<file path="config.mk">
export PLATFORM = sky130hd
export DESIGN_NAME = somador_bcd_serial_n
export DESIGN_NICKNAME = d
export VERILOG_FILES = /design/src/rtl/somador_bcd_serial_n.sv
export SDC_FILE = /design/constraint.sdc
export NUM_CORES = 1
export LEC_CHECK = 0
export BUFFER_PORTS_ARGS = -buffer_cell sky130_fd_sc_hd__buf_2
export CORE_MARGIN = 4
export CORE_UTILIZATION = 55
export CTS_CLUSTER_DIAMETER = 40
export DETAILED_ROUTE_END_ITERATION = 10
export PLACE_DENSITY = 0.9
export RECOVER_POWER = 50
export SYNTH_ARGS = -nofsm -noshare
export SYNTH_HDL_FRONTEND = slang
export SYNTH_SLANG_ARGS = --single-unit
</file>
<file path="constraint.sdc">
create_clock -name clk -period 3.4 [get_ports clk]
set_input_delay 0.51 -clock clk [delete_from_list [all_inputs] [get_ports clk]]
set_output_delay 0.51 -clock clk [all_outputs]
set_load 0.05 [all_outputs]
</file>
<file path="src/rtl/somador_bcd_serial_n.sv">
// Serial BCD adder/subtractor: one decimal digit per clock, least significant first.
// Subtraction is performed as A + nines-complement(B) + 1, i.e. A + 10^N - B.
module somador_bcd_serial_n #(
    parameter int N_DIGITS = 3
) (
    input  logic                  clk,
    input  logic                  rst_n,
    input  logic                  start,
    input  logic                  sub,
    input  logic [4*N_DIGITS-1:0] a,
    input  logic [4*N_DIGITS-1:0] b,
    input  logic                  cin,
    output logic                  busy,
    output logic                  done,
    output logic [4*N_DIGITS-1:0] sum,
    output logic                  cout,
    output logic                  invalid
);

    localparam int W     = 4 * N_DIGITS;
    localparam int IDX_W = (N_DIGITS < 2) ? 1 : $clog2(N_DIGITS);

    typedef enum logic {IDLE = 1'b0, RUN = 1'b1} state_t;

    // One decimal digit add: returns {carry_out, digit}.
    function automatic logic [4:0] bcd_digit_add(input logic [3:0] x,
                                                 input logic [3:0] y,
                                                 input logic       c);
        logic [4:0] t;
        t = {1'b0, x} + {1'b0, y} + {4'd0, c};
        if (t > 5'd9)
            return {1'b1, t[3:0] + 4'd6};
        else
            return {1'b0, t[3:0]};
    endfunction

    function automatic logic has_non_bcd(input logic [W-1:0] v);
        logic bad;
        bad = 1'b0;
        for (int i = 0; i < N_DIGITS; i++)
            if (v[4*i +: 4] > 4'd9)
                bad = 1'b1;
        return bad;
    endfunction

    state_t           state, state_nxt;
    logic [W-1:0]     a_sh, b_sh, res_sh, res_next;
    logic             sub_r, carry, bad_r, last;
    logic [IDX_W-1:0] idx;
    logic [3:0]       b_eff;
    logic [4:0]       dsum;

    // State register
    always_ff @(posedge clk or negedge rst_n) begin
        if (!rst_n)
            state <= IDLE;
        else
            state <= state_nxt;
    end

    // Next-state logic
    always_comb begin
        state_nxt = state;
        case (state)
            IDLE: if (start) state_nxt = RUN;
            RUN:  if (last)  state_nxt = IDLE;
            default: state_nxt = IDLE;
        endcase
    end

    // Output logic
    always_comb begin
        busy = (state == RUN);
    end

    assign last  = (idx == IDX_W'(N_DIGITS - 1));
    assign b_eff = sub_r ? (4'd9 - b_sh[3:0]) : b_sh[3:0];
    assign dsum  = bcd_digit_add(a_sh[3:0], b_eff, carry);

    // Result digits enter at the top and drift down, so after N shifts digit 0 sits at the bottom.
    generate
        if (N_DIGITS == 1) begin : g_one
            assign res_next = dsum[3:0];
        end else begin : g_many
            assign res_next = {dsum[3:0], res_sh[W-1:4]};
        end
    endgenerate

    always_ff @(posedge clk or negedge rst_n) begin
        if (!rst_n) begin
            a_sh    <= '0;
            b_sh    <= '0;
            res_sh  <= '0;
            sub_r   <= 1'b0;
            carry   <= 1'b0;
            bad_r   <= 1'b0;
            idx     <= '0;
            done    <= 1'b0;
            sum     <= '0;
            cout    <= 1'b0;
            invalid <= 1'b0;
        end else begin
            done <= 1'b0;
            if (state == IDLE) begin
                if (start) begin
                    a_sh  <= a;
                    b_sh  <= b;
                    sub_r <= sub;
                    carry <= sub ? 1'b1 : cin;
                    bad_r <= has_non_bcd(a) | has_non_bcd(b);
                    idx   <= '0;
                end
            end else begin
                a_sh   <= a_sh >> 4;
                b_sh   <= b_sh >> 4;
                res_sh <= res_next;
                carry  <= dsum[4];
                idx    <= idx + IDX_W'(1);
                if (last) begin
                    done <= 1'b1;
                    if (bad_r) begin
                        sum     <= '0;
                        cout    <= 1'b0;
                        invalid <= 1'b1;
                    end else begin
                        sum     <= res_next;
                        cout    <= dsum[4];
                        invalid <= 1'b0;
                    end
                end
            end
        end
    end

endmodule

</file>
# Yosys cells after proc, flatten, opt, wreduce, memory -nomap -nowiden
# Index checks and enable logic that the tools add are counted.
# W data, S select, Z words.
[word_totals]
register_bits = 57
inputBits = 29
out_inout_bits = 16
word_cells = 59
[classes]
add_sub_neg = 5
order_cmp = 7
n_eq_ne = 1
mux = 29
n_bitwise = 2
n_reduce_logical = 3
[ops]
columns = ["operator", "n"]
rows = [
  ["$mux W12", 5],
  ["$gt A4 B4 Y1 const B", 6],
  ["$mux W1", 19],
  ["$add A4 B4 Y5", 1],
  ["$add A5 B1 Y5", 1],
  ["$gt A5 B4 Y1 const B", 1],
  ["$mux W5", 1],
  ["$add A4 B3 Y4 const B", 1],
  ["$mux W2", 2],
  ["$mux W4", 1],
  ["$reduce_and A2 Y1", 2],
  ["$sub A4 B4 Y4 const A", 1],
  ["$add A2 B1 Y2 const B", 1],
  ["$eq A2 B2 Y1 const B", 1],
  ["$pmux W1 S2", 1],
  ["$reduce_bool A2 Y1", 1],
  ["$not A1 Y1", 1],
  ["$or A1 B1 Y1", 1],
]

# Longest topological paths before layout
# Gate-level depths: netlist (run 1).
[logic_depth]
depth_word = 7
ltp_mapped = 10
mapped_depth_nobuf = 10

# Worst setup path after synthesis (run 1)
# No wires, ideal clock.
[synth_timing]
path_kind = "register -> register"
from = "reg sub_r"
to = "reg res_sh[10]"
setup_ns = 0.125
arrival_time_ns = 2.325
required_ns = 3.275
path_slack_ns = 0.949
path_stages_with_launch = 10
path_buffers = 0
synth_period_minus_slack_ns = 2.451
cell_sequence = "dfrtp_1 -> xnor2_1 -> fa_1 -> inv_1 -> fa_1 -> xnor2_1 -> nor3b_1 -> a21o_1 -> o21a_4 -> mux2_4"
[synth_via]
elab_chain_len = 5
word_cells_on_any_way = 6
cone_classes = "add/sub: 3; order compare: 1; mux: 2"
[synth_rtl]
columns = ["element", "line_no", "source"]
rows = [
  ["start: declaration", "48", "logic sub_r, carry, bad_r, last;"],
  ["start signal: assignment", "108", "sub_r <= sub;"],
  ["$mux W4 *", "77", "assign b_eff = sub_r ? (4'd9 - b_sh[3:0]) : b_sh[3:0];"],
  ["$add A4 B4 Y5 *", "30", "t = {1'b0, x} + {1'b0, y} + {4'd0, c};"],
  ["$add A5 B1 Y5 *", "30", ""],
  ["$add A4 B3 Y4 or $gt A5 B4 Y1 (tied branches)", "32, 31", ""],
  ["$mux W5 *", "31", "if (t > 5'd9)"],
  ["end signal: assignment", "116", "res_sh <= res_next;"],
  ["end: declaration", "47", "logic [W-1:0] a_sh, b_sh, res_sh, res_next;"],
]
# Every way passes the cells marked *; elsewhere a longest branch is shown, timed or not.
# A chain may end at the register's enable or synchronous reset.

# Worst setup path in the final report (run 1)
# Ends and elaborated chain as after synthesis.

==> metrics.md, run 1 <==
| Metric | Value |
|---|---|
| Die Wd | `76.2 µm` |
| Fraction of the mapped netlist area in compound gates | `12.9%` |
| Post-synth EDFFs | `0` |
| PD cells | `roughly 1100 nW/µm²` |
| Buf+Inv Stages, Crit Path | `1` |
| Clk sinks | `53` |
| Largest net degree at the start of global routing | `43` |
| Leakage | `1.45 nW` |
| Sw Pwr | `roughly 1.5 mW` |
| Drt first pass iters | `4` |
| Fin crit share | `80.5%` |
| # fillers | `~360` |
| Combinational group share of total power | `a little under three fifths` |
| Hold Slack | `approximately 450 ps` |
| VDD IR max | `0.565 mV` |
| Commonest cells post-synth | `dfrtp_1, nand2_1, mux2i_1` |
| Internal | `1.77 mW` |
| Core area | `~4400 µm²` |
| Synthesized area | `2550 µm²` |
| Met3 usage | `approximately 4%` |
| Via-to-Cell Ratio | `around 5.4` |
| CP Max Fanout | `5` |
| Max_cap viols | `0` |
| Hold-critical path depth | `3` |
| Hold Crit Start | `b[8]` |
| Synth unique cells | `34` |
| Initial antenna violation count | `0` |
| Inserted Diodes | `0` |
| Post-route ant nets | `0` |
| Grt ovf | `0` |
| Final hold violation count | `0` |
| Hold buffer count at cts | `0` |
| Hold Crit Class | `in2reg` |
| Share of the synthesized area in the top cell type | `about half` |
| Worst-Margin Slew | `1420 ps` |
| H-tree depth | `2` |
| Die area | `5800 µm²` |
| Synth Area per Inst | `10.4 µm²` |
| First-pass GRT wire length | `~8.3 mm` |
| Ys async rst share | `100%` |
| Dominant cell by count in the synthesized netlist | `dfrtp_1` |
| Slowest stage cell, crit path | `dfrtp_1` |
| Critical Path Stages | `9` |
| CP startpoint | `sub_r` |
| # IOs | `45` |
| Crit Reg-Reg Startpoint | `sub_r` |
| Worst Path Required | `around 3600 ps` |
| WS Path Type | `reg2reg` |
| Top Family by Delay on Critical Path | `adder cells` |
| FP Rows | `24` |
| Via Count | `1829` |
| Switching Share | `45.4%` |
| Max Slew Vio Count | `0` |
| Area Overhead vs Synth | `13.2%` |
| Total track usage | `between 15 and 20%` |
| Fin crit period | `roughly 2700 ps` |
| Layout cell share with drive strength beyond 1 | `around a fifth` |
| Mapped Cells | `about 250` |
| Synth Area in XOR/XNOR | `between 1.5 and 2%` |
| Area of the multi-input gates | `approximately 1100 µm²` |
| RSZ-0062 raised after global routing | `no` |
| Post-Synth Adder-Cell Area | `4.51%` |
| Number of global-route vias before repair | `1835` |
| FMAX | `~370 MHz` |
| Leading area contributor after synthesis | `dfrtp_1` |
| Ys flop type | `dfrtp_1` |
| Syn nets | `roughly 280` |
| CTS tree | `built` |
| CTS Root Cell | `clkbuf_8` |
| Routed len/inst | `~14 µm` |
| Storage cell area | `1330 µm²` |
| Relative slew slack | `between 5 and 6%` |
| Syn. warnings | `0` |
| Initial core utilization | `between 50% and 60%` |
| Critical Path Start Type | `flop` |
| Final Skew | `between 3 and 4 ps` |
| Grt met1 use | `a little over a fifth` |
| CTS Buf Count | `5` |
| Clock slew at reported path FFs | `about 100 ps` |
| Main combinational cell family by area after synthesis | `multiplexers` |
| # DRC | `0` |
| Global-route layer with the greatest usage | `met2` |
| Vert. Die Dim | `roughly 76 µm` |
| Setup bufs post-CTS | `0` |
| Nets | `around 330` |
| Clk network pwr share | `between 10 and 15%` |
| Routability Congestion | `0.877` |
| PostCTS Resize Cnt | `0` |
| Synth Register Bits | `53` |
| Setup crit end kind | `flop` |
| DP Wirelength | `between 3 and 4 mm` |
| Synth area leaders | `dfrtp_1, mux2i_1, nand2_1` |
| Finish-stage setup viols | `0` |
| Max incr delay on CP | `around 440 ps` |
| Simple-Gate Fraction of Synth Area | `roughly 12%` |
| Clock Latency Late Sink | `about 300 ps` |
| Final setup TNS | `0 ps` |
| Outcome | `finished clean` |
| Mux contribution to synthesized area | `14.0%` |
| Met2 GRT Util | `30.1%` |
| Clock Tree Buf Depth | `2` |
| Reg2reg setup slack | `660 ps` |
| Seq/Total Area, Yosys | `51.9%` |
| Reg2Reg Depth | `9` |
| Worst EP arrival | `~2900 ps` |
| Flop pwr share | `around a third` |
| Total Routed Length | `approximately 4.8 mm` |
| 1st-iter DRT viols | `roughly 110` |
| Port buffer count | `44` |
| Critical Path, Cell by Cell | `xnor2_1 > fa_1 > inv_1 > fa_1 > xnor2_1 > nor3b_1 > a21o_1 > o21a_4 > mux2_4` |
-- worst register-to-register path: cells and delay by family, from the launching register on --
family	cells	cell delay [ps]
fa+ha+maj	2	610
flops	1	440
buf+inv	1	70
xor+xnor	2	510
simple gates	1	320
compound gates	2	390
mux	1	300
-- cells by family after synthesis --
| kind of cell | Yosys count |
|---|---|
| compound gates | 57 |
| xor+xnor | 4 |
| fa+ha+maj | 8 |
| buf+inv | 22 |
| flops | 53 |
| mux | 34 |
| simple gates | 68 |
-- state kept, by name, summed over array words and instances (netlist names) --
| register | count |
|---|---|
| busy | 1 |
| idx | 2 |
| invalid | 1 |
| sub_r | 1 |
| carry | 1 |
| bad_r | 1 |
| sum | 12 |
| done | 1 |
| res_sh | 8 |
| b_sh | 12 |
| a_sh | 12 |
| cout | 1 |
-- per-layer routing --
metal / share of wire, % / routed length [µm]
met3: 4.8 / 232
met1: 45 / 2180
met5: 0 / 0
met4: 1.1 / 55
met2: 49 / 2340
-- worst paths after layout --
check | end
worst min-delay path | b_sh[8]
max in group asynchronous | a_sh[10]
worst max register to register | res_sh[10]
worst min register to register | idx[0]
min in group asynchronous | sum[3]
worst max-delay path | res_sh[10]
-- per-stage QoR --
stage / utilization, % / setup slack (ps) / cell area (µm²) / cells / total power [mW]
after floorplan: - / 949 / 2550 / 246 / 2.53
after global placement: 63.7 / 838 / 2810 / 333 / 2.82
after detailed placement: 63.7 / 715 / 2810 / 333 / 2.91
after CTS: 65.7 / 679 / 2900 / 341 / 3.28
after global routing: 65.5 / 421 / 2890 / 341 / 3.53
final: 65.5 / 663 / 2890 / 341 / 3.25
-- cells in the final DEF (no fill, tap or decap), types with 2 or more instances in the layout --
master	count
xnor2_1	3
o21ai_0	16
clkbuf_1	3
o31ai_1	3
clkbuf_8	5
mux2_1	2
mux2_4	2
o21ai_1	22
nor3b_1	2
or3_1	2
fa_1	2
nand2_1	39
nand2b_1	7
dfrtp_1	53
inv_1	10
nor2_1	14
mux2i_1	26
o211ai_1	2
mux2_2	4
a21o_1	4
a21oi_1	5
buf_2	43
ha_1	6
-- final cells by class --
type	count	area share (%)
Timing Repair Buffer	47	8.09
Sequential cell	53	45.8
Multi-Input combinational cell	171	39.4
Tap cell	52	2.25
Clock inverter	3	0.735
Inverter	10	1.30
Clock buffer	5	2.38
-- power groups by stage --
stage               Sequential (mW)  Combinational, mW  Clock, mW
finish                         1.08               1.81      0.354
global route                   1.12               2.01      0.392
CTS                            1.09               1.83      0.364
detailed placement             1.10               1.81          0
global placement               1.08               1.74          0
floorplan                      1.27               1.26          0
(Power assumes the default switching activity.)
==> inputs of run 2 (changes only) <==
--- a/config.mk
+++ b/config.mk
@@ -7,10 +7,10 @@
 export LEC_CHECK = 0
 export BUFFER_PORTS_ARGS = -buffer_cell sky130_fd_sc_hd__buf_2
 export CORE_MARGIN = 4
-export CORE_UTILIZATION = 55
+export CORE_UTILIZATION = 50
 export CTS_CLUSTER_DIAMETER = 40
 export DETAILED_ROUTE_END_ITERATION = 10
-export PLACE_DENSITY = 0.9
+export PLACE_DENSITY = 0.86
 export RECOVER_POWER = 50
 export SYNTH_ARGS = -nofsm -noshare
 export SYNTH_HDL_FRONTEND = slang
==> constraint.sdc (replaced) <==
create_clock -name clk -period 2.4 [get_ports clk]
set_input_delay 0.36 -clock clk [delete_from_list [all_inputs] [get_ports clk]]
set_output_delay 0.36 -clock clk [all_outputs]
set_load 0.05 [all_outputs]
==> metrics.md, run 2 (synthesis gave the netlist of run 1 again) <==
| Metric | Value |
|---|---|
| Outcome | `complete, but fails checks` |
| Failing checks | `negative setup slack` |
| # DRC | `0` |
| Initial antenna violation count | `0` |
| Die area | `approximately 6300 µm²` |
| Total track usage | `approximately 18%` |
| Fin crit share | `104%` |
| First-pass GRT wire length | `between 8 and 9 mm` |
| Hold path endpoint | `a_sh[8]` |
| Area Overhead vs Synth | `22.3%` |
| Placed insts | `between 300 and 400` |
| Commonest non-fill, non-tap cell in the layout | `dfrtp_1` |
| Nets | `345` |
| Fin crit period | `2490 ps` |
| DP Wirelength | `3.81 mm` |
| Worst-Margin Slew | `about 820 ps` |
| Hold-critical path depth | `3` |
| Routability Congestion | `a little under 0.8` |
| Worst path most repeated cell | `inv_2` |
| Dpl ws | `-46.4 ps` |
| H-tree depth | `2` |
| Layout cell share with drive strength beyond 1 | `approximately 29%` |
| Setup slack after layout | `-91.3 ps` |
| R2R Path End | `sum[10]` |
| Slowest stage cell, crit path | `fa_2` |
| Via Count | `between 1.5k and 2k` |
| Crit Reg-Reg Startpoint | `b_sh[0]` |
| Hold Slack | `roughly 300 ps` |
| # fillers | `around 380` |
| CTS Root Cell | `clkbuf_8` |
| Commonest cells after routing, fill and taps aside | `dfrtp_1, buf_2, nand2_1` |
| Total Routed Length | `5.31 mm` |
| Max incr delay on CP | `around 480 ps` |
| Final hold violation count | `0` |
| Worst EP arrival | `2680 ps` |
| FP Rows | `25` |
| CTS tree | `built` |
| Via-to-Cell Ratio | `5.24` |
| # IOs | `45` |
| Post-route ant nets | `0` |
| Non-filler cells, final | `roughly 380` |
| Vert. Die Dim | `79.5 µm` |
| Drt first pass iters | `4` |
| Relative slew slack | `45.3%` |
| Leakage | `between 1.5 and 2 nW` |
| Reg2reg setup slack | `-90 ps` |
| Critical Path Start Type | `flop` |
| Hold Crit Start | `a[8]` |
| Largest net degree at the start of global routing | `56` |
| Core area | `4850 µm²` |
| WS Path Type | `reg2reg` |
| Finish-stage setup viols | `6` |
| Largest regs | `a_sh: 12 flops, b_sh: 12 flops, sum: 12 flops` |
| Clock Latency Late Sink | `~300 ps` |
| Routed len/inst | `between 10 and 15 µm` |
| PD cells | `1730 nW/µm²` |
| Clock Tree Buf Depth | `2` |
| Final Skew | `between 4 and 5 ps` |
| Worst Path Required | `2590 ps` |
| Max_cap viols | `0` |
| Setup crit end kind | `flop` |
| 1st-iter DRT viols | `99` |
| Die Wd | `roughly 80 µm` |
| Clk sinks | `53` |
| CTS Buf Count | `5` |
| CP Max Fanout | `4` |
| Clock slew at reported path FFs | `roughly 90 ps` |
| VDD IR max | `roughly 0.93 mV` |
| Hold Crit Class | `in2reg` |
| RSZ-0062 raised after global routing | `yes` |
| Initial core utilization | `about 53%` |
| Inserted Diodes | `0` |
| Number of global-route vias before repair | `approximately 1.9k` |
| Grt ovf | `0` |
| Final core occ | `64.4%` |
| FMAX | `401 MHz` |
| Reg2Reg Depth | `9` |
| Port buffer count | `44` |
| Critical Path, Cell by Cell | `xnor2_1 > fa_1 > inv_2 > fa_2 > inv_2 > ha_2 > a21o_1 > o21a_4 > mux2_4` |
| Max Slew Vio Count | `0` |
[run 2: changes by cell type in the layout (fill, tap and decap cells not counted), moves of 2 or more]
| cell | before | now |
|---|---|---|
| inv_2 | 0 | 4 |
| nor3b_1 | 2 | 0 |
| o21ai_0 | 16 | 19 |
| buf_4 | 1 | 21 |
| inv_1 | 10 | 6 |
| o21ai_1 | 22 | 19 |
[run 2: layout make-up]
class                   instances  area [µm²]  share of cell area [%]
flip-flops and latches         53        1330                    42.5
clock buffers                   8        80.1                    2.56
inverters                      10        37.5                    1.20
repair buffers                 67         407                    13.0
well taps                      67        83.8                    2.68
multi-input cells             171        1190                    38.1
[run 2: how the worst max path moves through the flow]
stage,to,slack (ps),depth (start not counted),from
4_1_cts,sum[9],-40,10,sub_r
3_5_place_dp,res_sh[10],-50,8,b_sh[0]
3_3_place_gp,res_sh[10],-0.4,8,b_sh[0]
6_report,sum[10],-90,9,b_sh[0]
2_1_floorplan,res_sh[10],-30,10,b_sh[1]
5_1_grt,res_sh[10],-170,9,sub_r
[run 2: per-layer routing]
layer | part of all wire [%] | GRT usage, % | wire length [µm]
met5 | 0 | 0 | 0
met4 | 1.2 | 6.19 | 63
met3 | 5.2 | 4.40 | 278
met2 | 51 | 29.6 | 2700
met1 | 43 | 22.3 | 2260
[run 2: power by group]
part / switching [mW] / internal [mW] / leakage (nW)
sequential: 0.233 / 1.27 / 0.677
combinational: 1.81 / 1.62 / 0.847
clock: 0.268 / 0.208 / 0.0395
[run 2: per-stage QoR]
stage          power, mW  setup TNS, ps  instance area [µm²]
2_1_floorplan       3.65          -68.8                 2570
3_3_place_gp        4.39         -0.494                 2950
3_5_place_dp        4.52           -114                 2950
4_1_cts             5.05           -116                 3050
5_1_grt             5.82           -897                 3120
6_report            5.40           -270                 3120
[run 2: what timing repair did]
| item | CTS | global route |
|---|---|---|
| hold buffers | 1 | 0 |
| pin swaps | 1 | 8 |
| endpoints found under the hold margin | 14 | 0 |
| buffers inserted | 1 | 6 |
| setup endpoints to repair | 4 | 7 |
| gates resized for setup | 1 | 8 |
[run 2: worst max-delay path, delay by kind of cell (launching register included)]
| kind | cells | cell delay [ps] |
|---|---|---|
| AO/OA/AOI/OAI | 2 | 340 |
| XOR/XNOR | 1 | 140 |
| adder cells (fa/ha/maj) | 3 | 1030 |
| buffers and inverters | 2 | 180 |
| flip-flops | 1 | 400 |
| multiplexers | 1 | 290 |
